===== config.mk =====
export PLATFORM = sky130hd
export DESIGN_NAME = branch_resolver
export DESIGN_NICKNAME = d
export VERILOG_FILES = /design/src/rtl/branch_pkg.sv /design/src/rtl/branch_cond.sv /design/src/rtl/branch_resolver.sv
export SDC_FILE = /design/constraint.sdc
export NUM_CORES = 1
export LEC_CHECK = 0
export CORE_ASPECT_RATIO = 1.5
export CORE_MARGIN = 1
export CORE_UTILIZATION = 46
export CTS_CLUSTER_SIZE = 30
export DETAILED_ROUTE_END_ITERATION = 12
export GPL_TIMING_DRIVEN = 0
export PLACE_DENSITY_LB_ADDON = 0.3
export SLEW_MARGIN = 20
export SYNTH_ARGS = -nofsm -noshare
export SYNTH_HDL_FRONTEND = slang
export SYNTH_SLANG_ARGS = --single-unit

===== constraint.sdc =====
create_clock -name clk -period 1.9 [get_ports clk]
set_input_delay 0.38 -clock clk [delete_from_list [all_inputs] [get_ports clk]]
set_output_delay 0.38 -clock clk [all_outputs]
set_load 0.1 [all_outputs]

===== src/rtl/branch_pkg.sv =====
// Shared definitions for the branch resolver: funct3 branch encodings,
// FSM state encoding and flush-counter width.
package branch_pkg;

    localparam logic [2:0] F3_BEQ  = 3'b000;
    localparam logic [2:0] F3_BNE  = 3'b001;
    localparam logic [2:0] F3_BLT  = 3'b100;
    localparam logic [2:0] F3_BGE  = 3'b101;
    localparam logic [2:0] F3_BLTU = 3'b110;
    localparam logic [2:0] F3_BGEU = 3'b111;

    // Wide enough for the largest legal flush length (15).
    localparam int unsigned CNT_W = 4;

    typedef enum logic [1:0] {
        ST_IDLE  = 2'd0,
        ST_RESP  = 2'd1,
        ST_FLUSH = 2'd2
    } state_t;

endpackage : branch_pkg


===== src/rtl/branch_cond.sv =====
// Combinational branch-condition evaluation from funct3 and the SUB flags.
// A jump overrides funct3 and is always taken and never illegal.
module branch_cond
    import branch_pkg::*;
(
    input  logic [2:0] funct3,
    input  logic       is_jump,
    input  logic       zero,
    input  logic       carry,
    input  logic       sign,
    input  logic       overflow,
    output logic       cond,
    output logic       illegal
);

    logic lt_signed;
    assign lt_signed = sign ^ overflow;

    // NOTE: every output gets a default before the case so no path leaves it unassigned (no latch).
    always_comb begin
        cond    = 1'b0;
        illegal = 1'b0;
        if (is_jump) begin
            cond = 1'b1;
        end else begin
            case (funct3)
                F3_BEQ:  cond = zero;
                F3_BNE:  cond = !zero;
                F3_BLT:  cond = lt_signed;
                F3_BGE:  cond = !lt_signed;
                F3_BLTU: cond = carry;
                F3_BGEU: cond = !carry;
                default: illegal = 1'b1;
            endcase
        end
    end

endmodule : branch_cond


===== src/rtl/branch_resolver.sv =====
// Branch resolver: accepts one request, returns a registered result through a
// valid/ready handshake, then holds flush for FLUSH_CYCLES after a taken branch.
// Optional feature: define BRANCH_MISALIGN_CHECK_EN to add the misaligned output.
module branch_resolver
    import branch_pkg::*;
#(
    parameter int unsigned FLUSH_CYCLES = 2
) (
    input  logic        clk,
    input  logic        rst_n,
    input  logic        in_valid,
    output logic        in_ready,
    input  logic [2:0]  funct3,
    input  logic        is_jump,
    input  logic        zero,
    input  logic        carry,
    input  logic        sign,
    input  logic        overflow,
    input  logic [31:0] pc,
    input  logic [31:0] imm,
    output logic        out_valid,
    input  logic        out_ready,
    output logic        taken,
    output logic [31:0] target,
    output logic        illegal,
`ifdef BRANCH_MISALIGN_CHECK_EN
    output logic        misaligned,
`endif
    output logic        flush
);

    localparam logic [CNT_W-1:0] CNT_LOAD = CNT_W'(FLUSH_CYCLES - 1);

    state_t            state_q, state_d;
    logic [CNT_W-1:0]  cnt_q, cnt_d;
    logic              taken_q, taken_d;
    logic [31:0]       target_q, target_d;
    logic              illegal_q, illegal_d;
    logic              cond;
    logic              cond_illegal;
    logic [31:0]       sum;

    branch_cond u_cond (
        .funct3   (funct3),
        .is_jump  (is_jump),
        .zero     (zero),
        .carry    (carry),
        .sign     (sign),
        .overflow (overflow),
        .cond     (cond),
        .illegal  (cond_illegal)
    );

    // Modulo-2^32 add: the carry out is intentionally dropped.
    assign sum = pc + imm;

`ifdef BRANCH_MISALIGN_CHECK_EN
    logic misaligned_q, misaligned_d;
    logic misaligned_now;
    assign misaligned_now = cond && (sum[1:0] != 2'b00);
    assign misaligned     = misaligned_q;
`endif

    always_comb begin
        state_d   = state_q;
        cnt_d     = cnt_q;
        taken_d   = taken_q;
        target_d  = target_q;
        illegal_d = illegal_q;
`ifdef BRANCH_MISALIGN_CHECK_EN
        misaligned_d = misaligned_q;
`endif
        case (state_q)
            ST_IDLE: begin
                if (in_valid) begin
                    taken_d   = cond;
                    target_d  = sum;
                    illegal_d = cond_illegal;
`ifdef BRANCH_MISALIGN_CHECK_EN
                    misaligned_d = misaligned_now;
                    if (misaligned_now) begin
                        taken_d = 1'b0;
                    end
`endif
                    state_d = ST_RESP;
                end
            end
            ST_RESP: begin
                if (out_ready) begin
                    state_d = taken_q ? ST_FLUSH : ST_IDLE;
                    cnt_d   = CNT_LOAD;
                end
            end
            ST_FLUSH: begin
                // Counter reaching zero marks the last flush cycle.
                if (cnt_q == '0) begin
                    state_d = ST_IDLE;
                end else begin
                    cnt_d = cnt_q - 1'b1;
                end
            end
            default: begin
                state_d = ST_IDLE;
            end
        endcase
    end

    // NOTE: state uses non-blocking assignments so every flop samples pre-edge values.
    always_ff @(posedge clk or negedge rst_n) begin
        if (!rst_n) begin
            state_q   <= ST_IDLE;
            cnt_q     <= '0;
            taken_q   <= 1'b0;
            target_q  <= '0;
            illegal_q <= 1'b0;
        end else begin
            state_q   <= state_d;
            cnt_q     <= cnt_d;
            taken_q   <= taken_d;
            target_q  <= target_d;
            illegal_q <= illegal_d;
        end
    end

`ifdef BRANCH_MISALIGN_CHECK_EN
    always_ff @(posedge clk or negedge rst_n) begin
        if (!rst_n) begin
            misaligned_q <= 1'b0;
        end else begin
            misaligned_q <= misaligned_d;
        end
    end
`endif

    // All handshake outputs decode the registered state, so they are glitch-free.
    assign in_ready  = (state_q == ST_IDLE);
    assign out_valid = (state_q == ST_RESP);
    assign flush     = (state_q == ST_FLUSH);
    assign taken     = taken_q;
    assign target    = target_q;
    assign illegal   = illegal_q;

endmodule : branch_resolver


==> summary.txt, run 1 <==
Status
  • Status: finished with violations
  • Failing checks: negative setup slack

Logic synthesis
  • Cell Area, Synth: 3150 um2
  • Distinct cells, synth: 47
  • Most common cell in the netlist: nand2_1
  • EDFF count, synth: 0
  • Synthesized area per cell: 8.49 um2
  • Yosys warns: 0
  • Post-synthesis sequential area ratio: 31.8%
  • Asr flop ratio synth: 100%
  • Most common flop cell mapped by yosys: dfrtp_1
  • Synth Register Bits: 40
  • Mapped Nets: 480
  • Top post-synthesis cells by area: dfrtp_1 (32%), ha_1 (13%), nand2_1 (6.4%)
  • Dominant cell type by area after synthesis: dfrtp_1
  • Top cells by count, synth: nand2_1 (54), dfrtp_1 (40), a21oi_1 (32), ha_1 (32), o21ai_0 (31)
  • Share of Yosys cell area claimed by the top area cell type: 31.8%
  • Cells after Synth: 371

Floorplan
  • CORE AREA: 6580 um2
  • Width of the die: 69.5 um
  • Die Y: 103 um
  • Row cnt: 36
  • Initial Util: 47.9%
  • Ports: 113
  • Total die area: 7190 um2

Route
  • 1st-iter DRT viols: 220
  • Drt total wl: 11.3 mm
  • Total number of vias: 3613
  • Initial DRT Pass Iterations: 4
  • Post-route DRC: 0
  • Routed Antenna Nets: 0
  • Vias per inst: 5.85
  • Post-DR wirelength/cell: 18.2 um

Timing
  • Tcrit/Tclk final: 127%
  • RSZ-0062 raised after global routing: true
  • Slew headroom: 35.3%
  • PnR worst setup slack: -0.519 ns
  • Setup TNS Final: -6.35 ns
  • Hold WS: 0.0445 ns
  • Setup-violating endpoint count in the final report: 19
  • F_max: 413 MHz
  • Slew @ Worst Pin: 0.974 ns
  • Fin. Hold Viols: 0
  • Tmin final: 2.42 ns
  • Clock Skew: 0.00311 ns
  • Slew Limit Fails: 0

CTS
  • Clk sinks: 40
  • Maximum buffer depth of the clock tree: 2
  • Worst skew pair latency: 0.29 ns
  • H-tree level count: 2
  • Hold_buf cts: 0
  • CTS clock-pin slew for the worst setup and hold paths: 0.08 ns
  • Inserted Clock Buffers: 5
  • Clk root buf: clkbuf_8
  • CTS tree: built

Placement
  • DP Worst Slack: -1.38 ns
  • Post-DP HPWL: 6.81 mm
  • Placed cell count: 560
  • Port Buffers: 112
  • GPL Wtd Cong: 0.855

Finish
  • Diodes inserted: 0
  • Nets@finish: 650
  • Layout cells sized above 1: 38.9%
  • Area Overhead vs Synth: 71.5%
  • Final Util: 82.1%
  • Final std cells w/o fill: 618

Global route
  • First-pass GRT wire length: 16.6 mm
  • Initial antenna violation count: 0
  • Vias in the first global route: 3599
  • Grt ovf: 0
  • Overall Global Routing Usage: 29.1%
  • Largest net degree at the start of global routing: 22

Worst hold path
  • Tightest Hold Check Type: input pin to asynchronous set/reset pin

Pwr
  • Pwr dens: 1380 nW/um2
  • Worst VDD drop: 1.25 mV
  • LEAKAGE: 2.44 nW

Worst setup path
  • Crit path kind: input pin to flop
  • Worst r2r path cells: 6
  • Setup crit end kind: flop
  • Required @ worst endpoint: 2.07 ns
  • CP startpoint kind: input pin
  • Critical Path Fanout Max: 3
  • Worst path arrival time: 2.59 ns

Run
  • Max-cap viol count: 0
-- report_power, final --
part	internal, W	total (W)	switching [W]
Combinational	0.00125	0.00525	0.00399
Sequential	0.00124	0.00152	0.000280
Clock	0.000389	0.000695	0.000307
-- what timing repair did --
item | CTS | global route
buffers inserted | 43 | 19
endpoints found under the hold margin | 0 | 0
setup endpoints to repair | 61 | 58
pin swaps | 53 | 32
resized for setup | 223 | 82
-- cells by family (layout without fill, tap and decap cells) --
family | Yosys count | in the layout | share of synthesized area [%]
xor gates and xnor gates | 33 | 33 | 9.18
adders and majority gates | 33 | 33 | 13.4
and+or+nand+nor | 110 | 110 | 16.5
buffers and inverters | 24 | 195 | 2.90
DFF | 40 | 40 | 31.8
AOI/OAI and AO/OA | 127 | 127 | 24.9
muxes | 4 | 4 | 1.35
-- flip-flops by register name, summed over array words and instances, names as in the netlist --
signal	flops
state_q	2
cnt_q	4
taken	1
target	32
illegal	1
-- per-layer routing --
metal / wire (um) / vias to the layer above / global-route usage (%)
li1: - / 1667 / -
met1: 4070 / 1725 / 30.9
met2: 6160 / 176 / 57.4
met3: 552 / 45 / 3.39
met4: 473 / 0 / 13.3
met5: 0 / - / 0
-- stage by stage --
| stage | total power (W) | cell area [um2] |
|---|---|---|
| after global placement | 0.00646 | 4520 |
| after floorplan | 0.00525 | 3300 |
| after CTS | 0.00727 | 5230 |
| final | 0.00746 | 5400 |
| after global routing | 0.00773 | 5400 |
| after detailed placement | 0.00654 | 4540 |
-- final timing paths --
| kind | start | slack, ns | end |
|---|---|---|---|
| worst max-delay path | imm[0] | -0.52 | target[26]$_DFFE_PN0P_ |
| worst min-delay path | rst_n | 0.04 | target[0]$_DFFE_PN0P_ |
| worst max register to register | state_q[0]$_DFFE_PN0P_ | 0.13 | target[10]$_DFFE_PN0P_ |
| worst min register to register | target[21]$_DFFE_PN0P_ | 0.49 | target[21]$_DFFE_PN0P_ |
| max in group asynchronous | rst_n | 1.39 | target[28]$_DFFE_PN0P_ |
| min in group clk | pc[0] | 0.44 | target[0]$_DFFE_PN0P_ |
-- cell usage in the layout, fill, tap and decap left out, drive strengths merged, types with 3 or more instances in the layout --
cell           instances
nand4                  5
ha                    32
a31oi                  6
and3                   3
nor2                  16
nand3                 11
nand2                 54
clkdlybuf4s15         13
clkbuf                38
buf                   74
nor3                   6
xor2                  15
xnor2                 18
a21o                  23
inv                   10
o21ai                 49
clkdlybuf4s50         38
a21oi                 32
dfrtp                 40
dlygate4sd2           18
nor2b                  4
-- worst max-delay path: stages --
cell	delay, ns
buf_6	0.10
ha_4	0.15
fa_2	0.37
a21oi_4	0.17
o22ai_4	0.11
a31oi_4	0.18
nor4b_4	0.33
o31ai_2	0.12
a31oi_2	0.23
o21ai_1	0.11
xnor2_1	0.22
o21ai_1	0.11
-- final cells by class --
| cell class | instances | area [um2] |
|---|---|---|
| plain buffers | 10 | 56.3 |
| clock buffers | 5 | 68.8 |
| clock inverters | 3 | 42.5 |
| fillers | 383 | 1180 |
| inverters | 10 | 37.5 |
| multi-input cells | 307 | 2700 |
| flip-flops and latches | 40 | 1000 |
| well taps | 76 | 95.1 |
| repair buffers | 167 | 1400 |
Note: power is estimated with default switching activity, not from simulation.
==> inputs of run 2 (changes only) <==
--- a/config.mk
+++ b/config.mk
@@ -10,6 +10,7 @@
 export CORE_UTILIZATION = 46
 export CTS_CLUSTER_SIZE = 30
 export DETAILED_ROUTE_END_ITERATION = 12
+export GPL_ROUTABILITY_DRIVEN = 0
 export GPL_TIMING_DRIVEN = 0
 export PLACE_DENSITY_LB_ADDON = 0.3
 export SLEW_MARGIN = 20
==> summary.txt, run 2 (synthesized netlist as in run 1, its figures left out) <==
Timing
  • Tcrit/Tclk final: 134% (+6.4 points)
  • Clock Skew: 0.00675 ns (+0.00364 ns)
  • Tmin final: 2.54 ns (+0.122 ns)
  • RSZ-0062 raised after global routing: true
  • Fin. Hold Viols: 0 (unchanged)
  • Hold WS: 0.0565 ns (+0.0119 ns)
  • Slew headroom: 34.0% (-1.3 points)
  • PnR worst setup slack: -0.640 ns (-0.122 ns)
  • F_max: 394 MHz (-4.8%)
  • Setup-violating endpoint count in the final report: 22 (+3)
  • Slew Limit Fails: 0 (unchanged)
  • Slew @ Worst Pin: 0.993 ns (+0.0193 ns)

Finish
  • Nets@finish: 640 (-1.5%)
  • Final Util: 83.0% (+0.91 points)
  • Commonest cells after routing, fill and taps aside: nand2_1 (48), buf_4 (42), dfrtp_1 (40)
  • Layout cells sized above 1: 35.2% (-3.8 points)
  • Diodes inserted: 0 (unchanged)
  • Final std cells w/o fill: 608 (-1.6%)
  • Design area: 5460 um2 (+1.1%)
  • Most common cell after layout, fill and taps aside: nand2_1
  • Max reg flops: 32 (unchanged)
  • Area Overhead vs Synth: 73.4%

Worst hold path
  • Tightest Hold Check Type: input pin to asynchronous set/reset pin

Pwr
  • Power Internal: 0.00280 W (-2.7%)
  • Comb pwr share: 71.4% (+1.1 points)
  • Worst VDD drop: 1.51 mV (+21%)
  • Clock share of power: 7.9% (-1.4 points)
  • Power Total: 0.00735 W (-1.5%)
  • Sequential power share: 20.7% (+0.3 points)
  • Pwr dens: 1350 nW/um2 (-2.6%)
  • NetSw: 0.00455 W (-0.77%)
  • LEAKAGE: 2.44 nW (+0.22%)
  • Sw frac: 61.8% (+0.46 points)

Route
  • Met3 WL: 515 um (-6.7%)
  • 1st-iter DRT viols: 202 (-8.2%)
  • Post-route DRC: 0 (unchanged)
  • Total number of vias: 3567 (-1.3%)
  • Routed met1 length: 4.22 mm (+3.6%)
  • Drt total wl: 11.4 mm (+1.3%)
  • Highest Signal Layer: met4
  • Vias per inst: 5.87 (+0.35%)
  • Initial DRT Pass Iterations: 4 (unchanged)
  • Post-DR wirelength/cell: 18.7 um (+2.9%)
  • Routed Antenna Nets: 0 (unchanged)
  • Detail Route met2 WL: 6.01 mm (-2.5%)

Placement
  • Post-DP HPWL: 6.59 mm (-3.3%)
  • Placed cell areas: 4540 um2 (unchanged)
  • Placed cell count: 560 (unchanged)
  • Port Buffers: 112 (unchanged)

Worst setup path
  • Setup crit end kind: flop
  • Worst path arrival time: 2.72 ns (+0.13 ns)
  • R2R Setup Slk: 0.16 ns (+0.03 ns)
  • CP startpoint kind: input pin
  • Worst r2r path cells: 6 (unchanged)
  • Crit path kind: input pin to flop
  • Required @ worst endpoint: 2.08 ns (about the same)
  • R2r endpoint: target[4]$_DFFE_PN0P_
  • Critical Path Fanout Max: 3 (unchanged)
  • Reg2reg start: state_q[0]$_DFFE_PN0P_

Floorplan
  • CORE AREA: 6580 um2 (unchanged)
  • Width of the die: 69.5 um (unchanged)
  • Row cnt: 36 (unchanged)
  • Die Y: 103 um (unchanged)
  • Initial Util: 47.9% (unchanged)
  • Total die area: 7190 um2 (unchanged)
  • Ports: 113 (unchanged)

CTS
  • Hold_buf cts: 0 (unchanged)
  • Maximum buffer depth of the clock tree: 2 (unchanged)
  • CTS tree: built
  • Inserted Clock Buffers: 5 (unchanged)
  • Worst skew pair latency: 0.29 ns (about the same)
  • H-tree level count: 2 (unchanged)
  • Clk root buf: clkbuf_8
  • CTS clock-pin slew for the worst setup and hold paths: 0.08 ns (about the same)
  • Clk sinks: 40 (unchanged)

Global route
  • Vias in the first global route: 3571 (-0.78%)
  • Largest net degree at the start of global routing: 22 (unchanged)
  • Initial antenna violation count: 0 (unchanged)
  • Grt ovf: 0 (unchanged)
  • Overall Global Routing Usage: 28.3% (-0.81 points)
  • First-pass GRT wire length: 16.4 mm (-1.6%)

Run
  • Max-cap viol count: 0 (unchanged)

Status
  • Status: finished with violations
  • Failing checks: negative setup slack
==> run 2: timing repair <==
item                                    CTS  global route
gates resized for setup                 208            82
pin swaps                                74            47
endpoints found under the setup margin   61            62
buffers inserted                         33            15
gates cloned                              0             0
==> run 2: worst max-delay path by stage <==
stage,start,to,cells past startpoint
after floorplan,pc[0],target[28]$_DFFE_PN0P_,11
after global placement,pc[0],target[26]$_DFFE_PN0P_,12
after detailed placement,pc[0],target[28]$_DFFE_PN0P_,12
after CTS,imm[0],target[26]$_DFFE_PN0P_,13
after global routing,pc[0],target[28]$_DFFE_PN0P_,12
final,pc[0],target[28]$_DFFE_PN0P_,12
==> run 2: final cells by class <==
type / instances / area, um2
Clock buffer: 8 / 90.1
Tap cell: 76 / 95.1
Fill cell: 376 / 1120
Timing Repair Buffer: 160 / 1400
Buffer: 7 / 27.5
Multi-Input combinational cell: 307 / 2810
Sequential cell: 40 / 1000
Inverter: 10 / 37.5
==> run 2: critical path: stages <==
cell and delay (ns):
buf_6 0.10, ha_4 0.16, fa_2 0.39, a21oi_4 0.19, o22ai_4 0.12, a31oi_4 0.18
nor4b_4 0.32, nor4_2 0.08, nor3_2 0.29, o21ai_2 0.11, o21a_1 0.18, a211o_1 0.22
==> run 2: stage by stage <==
step	TNS [ns]	setup slack, ns
2_1_floorplan	-4.18	-0.566
3_3_place_gp	-41.42	-1.31
3_5_place_dp	-22.90	-1.33
4_1_cts	-5.17	-0.596
5_1_grt	-7.92	-0.688
6_report	-6.91	-0.640
==> run 2: layer usage <==
layer | GRT usage (%) | up-vias
li1 | - | 1638
met1 | 30.9 | 1701
met2 | 52.7 | 170
met3 | 4.36 | 58
met4 | 15.9 | 0
met5 | 0 | -
==> run 2: power groups by stage <==
| stage | sequential (W) | clock (W) | combinational [W] |
|---|---|---|---|
| floorplan | 0.00399 | 0 | 0.00126 |
| global placement | 0.00150 | 0 | 0.00496 |
| detailed placement | 0.00151 | 0 | 0.00502 |
| CTS | 0.00149 | 0.000587 | 0.00505 |
| global route | 0.00156 | 0.000623 | 0.00546 |
| finish | 0.00152 | 0.000583 | 0.00525 |
==> inputs of run 3 (changes only) <==
--- a/config.mk
+++ b/config.mk
@@ -5,9 +5,10 @@
 export SDC_FILE = /design/constraint.sdc
 export NUM_CORES = 1
 export LEC_CHECK = 0
+export ABC_AREA = 1
 export CORE_ASPECT_RATIO = 1.5
 export CORE_MARGIN = 1
-export CORE_UTILIZATION = 46
+export CORE_UTILIZATION = 49
 export CTS_CLUSTER_SIZE = 30
 export DETAILED_ROUTE_END_ITERATION = 12
 export GPL_ROUTABILITY_DRIVEN = 0
==> summary.txt, run 3 <==
Status
  • Status: finished with violations
  • Failing checks: negative setup slack

Route
  • Total number of vias: 5238 (+47%)
  • Routed Antenna Nets: 0 (unchanged)
  • Vias per inst: 5.76 (-1.9%)
  • Post-DR wirelength/cell: 18.0 um (-3.8%)
  • 1st-iter DRT viols: 617 (+210%)
  • Initial DRT Pass Iterations: 6 (+2)
  • Post-route DRC: 0 (unchanged)
  • Drt total wl: 16.4 mm (+44%)

Logic synthesis
  • Synthesized area per cell: 5.96 um2 (-30%)
  • Synth Register Bits: 40 (unchanged)
  • Cell Area, Synth: 3970 um2 (+26%)
  • Top post-synthesis cells by area: nand2_1 (26%), dfrtp_1 (25%), inv_1 (11%)
  • Top cells by count, synth: nand2_1 (277), inv_1 (117), nor2_1 (48), nand3_1 (46), dfrtp_1 (40)
  • Mapped Nets: 775 (+61%)
  • Most common flop cell mapped by yosys: dfrtp_1
  • Share of Yosys cell area claimed by the top area cell type: 26.2% (-5.6 points)
  • Asr flop ratio synth: 100% (unchanged)
  • Most common cell in the netlist: nand2_1
  • Distinct cells, synth: 33 (-30%)
  • EDFF count, synth: 0 (unchanged)
  • Dominant cell type by area after synthesis: nand2_1
  • Post-synthesis sequential area ratio: 25.2% (-6.6 points)
  • Yosys warns: 0 (unchanged)
  • Cells after Synth: 666 (+80%)

Timing
  • Slew @ Worst Pin: 1.03 ns (+0.0334 ns)
  • Setup-violating endpoint count in the final report: 12 (-45%)
  • RSZ-0062 raised after global routing: true
  • Slew headroom: 31.8% (-2.2 points)
  • F_max: 498 MHz (+27%)
  • Fin. Hold Viols: 0 (unchanged)
  • Slew Limit Fails: 0 (unchanged)
  • Clock Skew: 0.00390 ns (-0.00286 ns)
  • Tmin final: 2.01 ns (-0.532 ns)
  • PnR worst setup slack: -0.108 ns (+0.532 ns)
  • Tcrit/Tclk final: 106% (-28 points)

Worst setup path
  • R2R Setup Slk: 0.20 ns (+0.04 ns)
  • Worst path arrival time: 2.17 ns (-0.55 ns)
  • CP startpoint kind: input pin
  • Critical Path Fanout Max: 4 (+1)
  • Worst r2r path cells: 6 (unchanged)
  • Crit path kind: input pin to flop
  • Required @ worst endpoint: 2.06 ns (-0.02 ns)
  • Setup crit end kind: flop

Floorplan
  • Die Y: 112 um (+8.6%)
  • Width of the die: 75.5 um (+8.5%)
  • Ports: 113 (unchanged)
  • CORE AREA: 7710 um2 (+17%)
  • Initial Util: 51.5% (+3.6 points)
  • Row cnt: 39 (+8.3%)
  • Total die area: 8470 um2 (+18%)

Finish
  • Most common cell after layout, fill and taps aside: nand2_1
  • Nets@finish: 917 (+43%)
  • Fillers: 496 (+32%)
  • Area Overhead vs Synth: 59.8%
  • Final Util: 82.3% (-0.73 points)
  • Diodes inserted: 0 (unchanged)
  • Commonest cells after routing, fill and taps aside: nand2_1 (241), inv_1 (114), dfrtp_1 (40)
  • Layout cells sized above 1: 22.0% (-13 points)
  • Max reg flops: 32 (unchanged)

CTS
  • Worst skew pair latency: 0.28 ns (about the same)
  • CTS clock-pin slew for the worst setup and hold paths: 0.06 ns (-0.02 ns)
  • H-tree level count: 2 (unchanged)
  • Clk root buf: clkbuf_16
  • CTS tree: built
  • Inserted Clock Buffers: 5 (unchanged)
  • Maximum buffer depth of the clock tree: 2 (unchanged)
  • Clk sinks: 40 (unchanged)
  • Hold_buf cts: 0 (unchanged)

Placement
  • Post-DP HPWL: 9.63 mm (+46%)
  • Port Buffers: 112 (unchanged)
  • DP Worst Slack: -0.674 ns (+0.659 ns)

Global route
  • Vias in the first global route: 4918 (+38%)
  • First-pass GRT wire length: 20.5 mm (+25%)
  • Overall Global Routing Usage: 31.3% (+3.0 points)
  • Grt ovf: 0 (unchanged)
  • Largest net degree at the start of global routing: 22 (unchanged)
  • Initial antenna violation count: 0 (unchanged)

Pwr
  • Clock share of power: 10.0% (+2.1 points)
  • Comb pwr share: 70.8% (-0.6 points)
  • Power Internal: 0.00296 W (+5.6%)
  • Worst VDD drop: 1.50 mV (-1.1%)
  • LEAKAGE: 3.56 nW (+46%)
  • Pwr dens: 1230 nW/um2 (-8.6%)
  • Sequential power share: 19.2% (-1.5 points)
  • NetSw: 0.00484 W (+6.6%)
  • Sw frac: 62.0% (+0.20 points)

Run
  • Max-cap viol count: 0 (unchanged)

Worst hold path
  • Tightest Hold Check Type: input pin to asynchronous set/reset pin
run 3: routing by layer:
layer  track usage [%]  share of wire (%)  vias to the layer above
met5                 0                  0                        -
met4              25.4                9.9                        0
met3              5.12                7.6                      155
met2              56.7                 51                      372
met1              29.2                 32                     2388
li1                  -                  -                     2323
run 3: through the flow:
stage | instances | hold slack (ns) | cell area (um2) | total power [W] | TNS, ns
3_3_place_gp | 880 | 0.455 | 5230 | 0.00666 | -28.77
4_1_cts | 897 | 0.0922 | 5770 | 0.00744 | 0
2_1_floorplan | 666 | 0.0844 | 3980 | 0.00537 | 0
6_report | 910 | 0.0709 | 6340 | 0.00781 | -0.628
3_5_place_dp | 881 | 0.381 | 5250 | 0.00676 | -12.22
5_1_grt | 910 | 0.109 | 6340 | 0.00813 | -2.76
run 3: layout make-up:
cell class,instances,area (um2),area share [%]
clock inverters,1,5.00,0.0789
plain buffers,7,38.8,0.612
inverters,118,443,6.98
clock buffers,6,129,2.03
flip-flops and latches,40,1000,15.8
multi-input cells,501,3240,51.1
well taps,102,128,2.01
repair buffers,135,1360,21.4
run 3: kinds of logic (layout without fill, tap and decap cells):
kind of cell / count (synthesis) / in the layout / synth area share (%)
simple gates: 397 / 397 / 41.0
buf+inv: 125 / 267 / 12.1
compound gates: 55 / 55 / 7.50
flops: 40 / 40 / 25.2
fa+ha+maj: 33 / 33 / 10.6
xor+xnor: 16 / 16 / 3.53
run 3: worst max-delay path: stages:
cell and delay [ns]:
dlygate4sd2_1 0.24, ha_2 0.23, fa_2 0.45, buf_4 0.16, nand3_1 0.11, nand3_2 0.17
nand2_1 0.14, nand4_1 0.11, nand3_2 0.12, nand2_1 0.06
run 3: final timing paths:
check                                       start                     end
setup / recovery                           imm[0]  target[26]$_DFFE_PN0P_
hold / removal                              rst_n   target[1]$_DFFE_PN0P_
setup reg to reg           state_q[1]$_DFFE_PN0P_  target[27]$_DFFE_PN0P_
hold reg to reg            target[28]$_DFFE_PN0P_  target[28]$_DFFE_PN0P_
max in group asynchronous                   rst_n  target[18]$_DFFE_PN0P_
min in group clk           target[28]$_DFFE_PN0P_  target[28]$_DFFE_PN0P_
run 3: what timing repair did:
item | CTS | global route
setup buffers | 9 | 13
pin swaps | 26 | 40
gates cloned | 0 | 0
endpoints found under the setup margin | 62 | 42
gates resized for setup | 119 | 143
run 3: power by group through the flow:
| stage | logic [W] | clock network (W) | registers [W] |
|---|---|---|---|
| 4_1_cts | 0.00518 | 0.000777 | 0.00148 |
| 6_report | 0.00553 | 0.000781 | 0.00150 |
| 3_3_place_gp | 0.00518 | 0 | 0.00148 |
| 5_1_grt | 0.00577 | 0.000823 | 0.00154 |
| 2_1_floorplan | 0.00137 | 0 | 0.00400 |
| 3_5_place_dp | 0.00526 | 0 | 0.00150 |
